## src/rtl/disp_scan.sv

```systemverilog
// disp_scan: binary-to-BCD conversion and multiplexed seven-segment scan.
//
// A sequential double-dabble engine converts bin_in into packed BCD. The
// result is committed to a display register in a single step. A free-running
// prescaler then time-multiplexes the committed digits onto disp_num and
// drives active-low digit enables, with leading-zero blanking.
//
// Ports:
//   clk       in   1       system clock, rising edge
//   rst_n     in   1       synchronous active-low reset
//   bin_in    in   WIDTH   unsigned value; sampled when a load is accepted
//   load      in   1       conversion request (ignored while converting)
//   busy      out  1       conversion in progress
//   done      out  1       one-cycle pulse when new digits are committed
//   disp_num  out  4       BCD digit of the currently scanned position
//   digit_en  out  DIGITS  active-low digit enables, at most one bit low
module disp_scan #(
  parameter int WIDTH    = 8,
  parameter int DIGITS   = 3,
  parameter int SCAN_DIV = 50000
) (
  input  logic              clk,
  input  logic              rst_n,
  input  logic [WIDTH-1:0]  bin_in,
  input  logic              load,
  output logic              busy,
  output logic              done,
  output logic [3:0]        disp_num,
  output logic [DIGITS-1:0] digit_en
);

  localparam int BCD_W = 4 * DIGITS;
  localparam int CNT_W = $clog2(WIDTH + 1);
  localparam int PRE_W = (SCAN_DIV > 1) ? $clog2(SCAN_DIV) : 1;
  localparam int IDX_W = (DIGITS > 1) ? $clog2(DIGITS) : 1;

  typedef enum logic [1:0] {IDLE, SHIFT, COMMIT} state_t;

  // ---------------------------------------------------------------------------
  // Conversion engine
  // ---------------------------------------------------------------------------
  state_t           state_q;
  logic [WIDTH-1:0] shift_q, shift_d;
  logic [BCD_W-1:0] scratch_q, scratch_d;
  logic [BCD_W-1:0] scratch_adj;
  logic [BCD_W-1:0] disp_q;
  logic [CNT_W-1:0] cnt_q;
  logic             busy_q, done_q;

  // Add-3 correction on every nibble that would overflow past 9 after the shift.
  for (genvar gi = 0; gi < DIGITS; gi++) begin : g_nib
    assign scratch_adj[4*gi +: 4] = (scratch_q[4*gi +: 4] >= 4'd5)
                                    ? scratch_q[4*gi +: 4] + 4'd3
                                    : scratch_q[4*gi +: 4];
  end

  // The scratch and the binary shift register shift as one long word.
  assign {scratch_d, shift_d} = {scratch_adj, shift_q} << 1;

  always_ff @(posedge clk) begin
    if (!rst_n) begin
      state_q   <= IDLE;
      shift_q   <= '0;
      scratch_q <= '0;
      cnt_q     <= '0;
      disp_q    <= '0;
      busy_q    <= 1'b0;
      done_q    <= 1'b0;
    end else begin
      done_q <= 1'b0;
      case (state_q)
        IDLE: begin
          if (load) begin
            shift_q   <= bin_in;
            scratch_q <= '0;
            cnt_q     <= '0;
            busy_q    <= 1'b1;
            state_q   <= SHIFT;
          end
        end
        SHIFT: begin
          scratch_q <= scratch_d;
          shift_q   <= shift_d;
          cnt_q     <= cnt_q + 1'b1;
          if (cnt_q == CNT_W'(WIDTH - 1)) begin
            state_q <= COMMIT;
          end
        end
        COMMIT: begin
          disp_q <= scratch_q;
          done_q <= 1'b1;
          // busy falls on this edge, so a request arriving here already
          // starts the next conversion back-to-back.
          if (load) begin
            shift_q   <= bin_in;
            scratch_q <= '0;
            cnt_q     <= '0;
            busy_q    <= 1'b1;
            state_q   <= SHIFT;
          end else begin
            busy_q  <= 1'b0;
            state_q <= IDLE;
          end
        end
        default: begin
          busy_q  <= 1'b0;
          state_q <= IDLE;
        end
      endcase
    end
  end

  // ---------------------------------------------------------------------------
  // Display scan
  // ---------------------------------------------------------------------------
  logic [PRE_W-1:0]  presc_q;
  logic [IDX_W-1:0]  idx_q, idx_d;
  logic [3:0]        disp_num_q, disp_num_d;
  logic [DIGITS-1:0] digit_en_q, digit_en_d;
  logic [DIGITS-1:0] zero_from;
  logic              blank_d;

  // zero_from[i]: display digits i..DIGITS-1 are all zero.
  for (genvar gi = 0; gi < DIGITS; gi++) begin : g_zero
    assign zero_from[gi] = (disp_q[BCD_W-1:4*gi] == '0);
  end

  assign idx_d = (idx_q == IDX_W'(DIGITS - 1)) ? '0 : idx_q + 1'b1;

  // Outputs are precomputed for the index about to become current, so that
  // index, digit and enable all change on the same edge.
  always_comb begin
    blank_d    = (idx_d != '0) && zero_from[idx_d];
    disp_num_d = 4'd0;
    digit_en_d = '1;
    if (!blank_d) begin
      disp_num_d        = disp_q[4*idx_d +: 4];
      digit_en_d[idx_d] = 1'b0;
    end
  end

  always_ff @(posedge clk) begin
    if (!rst_n) begin
      presc_q    <= '0;
      idx_q      <= '0;
      disp_num_q <= 4'd0;
      digit_en_q <= {{(DIGITS-1){1'b1}}, 1'b0};
    end else if (presc_q == PRE_W'(SCAN_DIV - 1)) begin
      presc_q    <= '0;
      idx_q      <= idx_d;
      disp_num_q <= disp_num_d;
      digit_en_q <= digit_en_d;
    end else begin
      presc_q <= presc_q + 1'b1;
    end
  end

  assign busy     = busy_q;
  assign done     = done_q;
  assign disp_num = disp_num_q;
  assign digit_en = digit_en_q;

endmodule

```

## config.mk

```make
export PLATFORM = sky130hd
export DESIGN_NAME = disp_scan
export DESIGN_NICKNAME = d
export VERILOG_FILES = /design/src/rtl/disp_scan.sv
export SDC_FILE = /design/constraint.sdc
export NUM_CORES = 1
export LEC_CHECK = 0
export ABC_AREA = 1
export BUFFER_PORTS_ARGS = -buffer_cell sky130_fd_sc_hd__buf_4
export CORE_MARGIN = 3
export CORE_UTILIZATION = 28
export DETAILED_ROUTE_END_ITERATION = 6
export GPL_TIMING_DRIVEN = 1
export PLACE_DENSITY = 0.55
export SKIP_CTS_REPAIR_TIMING = 1
export SYNTH_ARGS = -nofsm -noshare
export SYNTH_HDL_FRONTEND = slang
export SYNTH_SLANG_ARGS = --single-unit
```

## constraint.sdc

```tcl
create_clock -name clk -period 2.7 [get_ports clk]
set_input_delay 0.27 -clock clk [delete_from_list [all_inputs] [get_ports clk]]
set_output_delay 0.27 -clock clk [all_outputs]
set_load 0.005 [all_outputs]
```

== Word-level counts from Yosys, hierarchy flattened ==
Index checks and enable logic that the tools add are counted.
Cells by class
  divide/modulo/power cells: 0
  shifts and indexed selects: 1
  $mul: 0
  multiplexer cells: 24
  equal/unequal tests: 8
  reduce and logical (&&, ||, !) cells: 13
  add/sub/neg operators: 6
  order comparisons: 5
  bitwise operators: 3
Operator list (number)
  $pmux 12 s2: 1
  $add 16x1->16 const B: 1
  $eq 16x16->1 const B: 1
  $mux 4: 4
  $pmux 8 s2: 1
  $ge 4x3->1 const B: 3
  $logic_not 12->1: 1
  $mux 12: 1
  $shiftx 12x5->4: 1
  $add 4x2->4 const B: 2
  $logic_not 8->1: 1
  $mux 8: 1
  $pmux 4 s2: 1
  $mux 1: 6
  $mux 2: 3
  $mux 3: 2
  $pmux 2 s3: 1
  $reduce_and 2->1: 3
  $add 4x1->4 const B: 1
  $eq 2x2->1 const B: 2
  $eq 4x3->1 const B: 1
  $logic_not 4->1: 1
  $ne 2x2->1 const B: 2
  $reduce_bool 2->1: 2
  other kinds (14): 17
Word-level totals
  word-level logic and storage cells: 71
  RAM bits: 0
  flip-flop bits (word level): 65
  memories kept: 0
  ROM bits: 0
  bits in latches: 0

== Depth between registers and ports, before layout ==
  depth after elaboration: 8
  gate-level depth with buffers: 9
  depth with buffers taken out: 8

== Worst setup path before layout ==
Ideal clock, no wire load.
  path kind: reg-to-reg
  start: register presc_q[0]
  end: register presc_q[8]
  library setup time: 0.114 ns
  arrival: 1.127 ns
  stages on the path, launching flop included: 8
  period minus slack after synthesis: 1.241 ns
  setup slack: 1.459 ns
  cell sequence: dfxtp_1 ha_1 nand3_2 nor2_2 nand2_2 nand2_4 buf_6 nor2_1
Between the ends
  word-level cells in the longest chain between the ends: 2
Ends and longest elaborated chain
  from (decl): line 116  | logic [PRE_W-1:0] presc_q;
  from (signal assigned): line 154  | presc_q <= presc_q + 1'b1;
  branches (longest 2 deep; another with $add 16x1->16)
Several ways; the timed one is not identified.
A chain may end at the register's enable or synchronous reset.

== Worst setup path in the final report ==
  start: register state_q[0]
  end: register scratch_q[10]
Between the ends
  word-level cells in the longest chain between the ends: 4
Ends and longest elaborated chain
  from (decl): line 42  | state_t state_q;
  from (signal assigned): line 62  | state_q <= IDLE;
  from (signal assigned): line 78  | state_q <= SHIFT;
  from (signal assigned): line 86  | state_q <= COMMIT;
  $eq 2x2->1 or $logic_not 2->1 (tied branches): line 71  | case (state_q)
  $reduce_or 2->1 (no source line)
  $ne 2x1->1 (no source line) or $reduce_bool 2->1 (tied branches)
  $reduce_and 2->1 (no source line)
  to (signal assigned): line 82  | scratch_q <= scratch_d;
  to (decl): line 44  | logic [BCD_W-1:0] scratch_q, scratch_d;
Parallel ways exist; a longest one is shown, timed or not.

==> results by group <==
Setup path
  • Critical-path cell list: nand2_2 > nand2_4 > clkinv_2 > nand2_1 > a21oi_1
  • CP startpoint: state_q[0]
  • Worst r2r src: state_q[0]
  • Crit Path Max Fanout: 19
  • Setup Crit Path Kind: reg -> reg
  • Reg2Reg Capture Point: scratch_q[10]
  • Critical Path Start Type: register
  • CP max stage cell: dfxtp_1
  • Critical Path Max Stage Delay: 0.65 ns
  • R2R Setup Slk: 1.14 ns
  • Critical Path AT: 1.76 ns
  • Worst reg2reg path depth: 5
  • Endpoint class of the critical path: register
  • Crit path required time: around 2.9 ns

Yosys
  • Most area-consuming cells after synthesis: dfxtp_1 (42%), nand2_1 (12%), nand3_1 (6.6%)
  • Syn avg cell area: 7.39 um^2
  • Xor-xnor portion of the synthesized cell area: less than 1%
  • Post-synthesis compound-gate area fraction: 14.2%
  • Largest family of logic cells by synthesized area: simple AND/OR/NAND/NOR gates
  • Adder-cell area share of the yosys netlist: 3.22%
  • Synth warn: 0
  • Yosys cell types: 38
  • Mapped Cells: 421
  • Cell area after synthesis: 3110 um^2
  • Synth top area share: 41.8%
  • #FFs+latches synth: 65
  • Simple-Gate Fraction of Synth Area: 31.1%
  • Post-synthesis mux area share: 0%
  • Sequential-to-total area share from yosys stat: 41.8%
  • Cell accounting for the most synthesized area: dfxtp_1
  • Post-synthesis net count: 440

Power
  • Pwr Density: 574 nW/um^2
  • Net switching power: about 0.00047 W
  • Switching share of power: 23.2%
  • Seq pwr share: 49.0%
  • P_int: 0.00156 W
  • Comb power frac: 5.0%
  • Max IR drop VDD: 0.000247 V
  • Clock power share: between 40% and 50%
  • Leakage: 1.45 nW

Detailed routing
  • Iteration-0 DRC Markers: 160
  • Post-route DRC: 0
  • Remaining antenna violation count: 0
  • Detailed-route wire length per cell: 11.0 um
  • Post-DR vias/cell: 4.68
  • Drt total wl: 6.37 mm
  • TritonRoute pass-1 iters: 4
  • DR vias: 2706

Min path
  • Hold Path Depth: 3
  • Hold EP: shift_q[4]
  • HP Class: in -> reg
  • Hold path startpoint: bin_in[4]

Timing
  • Fin. Hold Viols: 0
  • Setup_tns: 0 ns
  • Fin crit period: 1.56 ns
  • Worst-Margin Slew: 0.511 ns
  • Tcrit/Tclk final: 57.6%
  • Fmax: around 640 MHz
  • Final WS setup: around 1.1 ns
  • Final setup violation count: 0
  • Fin Clk Skew: 0.0139 ns
  • Slew headroom: 65.9%
  • Pins over their slew limit: 0
  • Unrepaired setup endpoints after global routing: false

Place
  • HPWL Detailed: 4.62 mm
  • Port bufs: 19
  • Pre-CTS WS: 1.15 ns
  • GP Congestion: about 0.80

Layout
  • Syn-to-layout area delta: 13.9%
  • # fillers: around 1100
  • Multi-input gate area: about 1500 um^2
  • Share of layout cells above drive strength 1: between 10 and 15%
  • Register area: ~1300 um^2
  • Ant. Diodes: 0
  • Nets@finish: 456
  • Most frequent cells in the layout: nand2_1 (100), dfxtp_1 (65), nand3_1 (41), inv_1 (36), nor2_1 (35)
  • Commonest non-fill, non-tap cell in the layout: nand2_1

CTS
  • CTS Buf Count: 9
  • Clock latency at the later pin of the worst-skew pair: 0.34 ns
  • Reg clk slew, reported paths: roughly 0.080 ns
  • Max H-tree Level: 3
  • Clock Tree Buf Depth: 2
  • Clk sinks: 65
  • CTS tree: yes
  • Clock root buffer: clkbuf_8

Floorplan
  • # IOs: 20
  • Die Y: 111 um
  • Initial Utilization: 29.5%
  • Total die area: approximately 12000 um^2
  • Die span in x: 111 um
  • Core area: 10600 um^2
  • Rows: 37

GRT
  • Gr usage total: 10.7%
  • Vias in the first global route: between 2000 and 3000
  • First-pass GRT wire length: 11.2 mm
  • Initial antenna violation count: 0
  • Grt ovf: 0
  • Largest net degree at the start of global routing: 41

Job
  • MaxCap Viol Count: 0

Outcome
  • Status: finished, final reports clean
-- worst max path at each step --
stage / end / slack, ns
4_1_cts: scratch_q[5] / 1.12
3_3_place_gp: scratch_q[8] / 1.23
3_5_place_dp: scratch_q[10] / 1.15
2_1_floorplan: presc_q[8] / 1.46
6_report: scratch_q[10] / 1.14
5_1_grt: scratch_q[11] / 0.97
-- cells in the mapped netlist --
cell	n
dfxtp_1	65
nor2_4	1
a31oi_1	7
nand2_1	100
o211ai_1	1
nand3_1	41
or2_4	1
clkbuf_1	1
nor3_1	3
and3_1	1
nor2_2	3
a22oi_1	4
clkinv_2	1
clkbuf_2	1
a21oi_2	4
o21ai_0	26
nand2_4	2
nand2_2	3
nand4_1	13
or2_2	1
inv_2	5
buf_6	6
buf_4	1
nor2_1	35
buf_1	1
nor2_8	1
inv_1	36
a21oi_1	34
nand3_2	2
o21ai_1	1
o31ai_1	1
inv_6	1
ha_1	8
buf_2	4
nand2_8	1
nand3b_1	1
o31ai_2	1
xor2_1	3
-- cell type report --
class	count	area share [%]
Multi-Input combinational cell	299	43.3
Sequential cell	65	36.7
Tap cell	136	4.80
Inverter	43	4.73
Timing Repair Buffer	19	4.02
Clock buffer	10	3.88
Clock inverter	6	2.54
-- flip-flops by register name, indices dropped and copies added (netlist names) --
register	count
digit_en	3
busy	1
shift_q	8
cnt_q	4
scratch_q	12
state_q	2
disp_q	12
disp_num	4
done	1
idx_q	2
presc_q	16
-- through the flow --
stage	util (%)	power (W)	hold slack [ns]	area [um^2]	std cells
5_1_grt	33.6	0.00212	0.185	3550	578
6_report	33.6	0.00204	0.207	3550	578
4_1_cts	33.6	0.00207	0.185	3550	578
3_3_place_gp	31.4	0.00112	0.431	3320	562
2_1_floorplan	-	0.00110	0.418	3110	421
3_5_place_dp	31.4	0.00112	0.452	3320	562
-- worst max-delay path, delay by kind of cell (launching register included) --
family | cells | cell delay [ns]
AOI/OAI and AO/OA | 1 | 0.06
and+or+nand+nor | 3 | 0.52
buffers and inverters | 1 | 0.19
DFF | 1 | 0.65
-- logic make-up (layout without fill, tap and decap cells) --
kind of cell	Yosys count	after routing
AND/OR/NAND/NOR	209	209
AO/OA/AOI/OAI	79	79
buffers and inverters	57	78
XOR/XNOR	3	3
flip-flops	65	65
adder cells (fa/ha/maj)	8	8
-- routing by layer --
layer / vias to the layer above / global-route usage (%) / share of wire [%]
li1: 1444 / - / -
met1: 1222 / 14.1 / 53
met2: 38 / 17.0 / 45
met3: 2 / 3.37 / 2.7
met4: 0 / 2.84 / 0.22
met5: - / 0 / 0
-- power groups by stage --
stage	Sequential (W)	Combinational, W	Clock, W
CTS	0.000997	0.000103	0.000965
global placement	0.00102	0.000101	0
global route	0.00100	0.000116	0.00101
detailed placement	0.00102	0.000103	0
floorplan	0.00101	0.0000892	0
finish	0.000996	0.000101	0.000938
(Power assumes the default switching activity.)
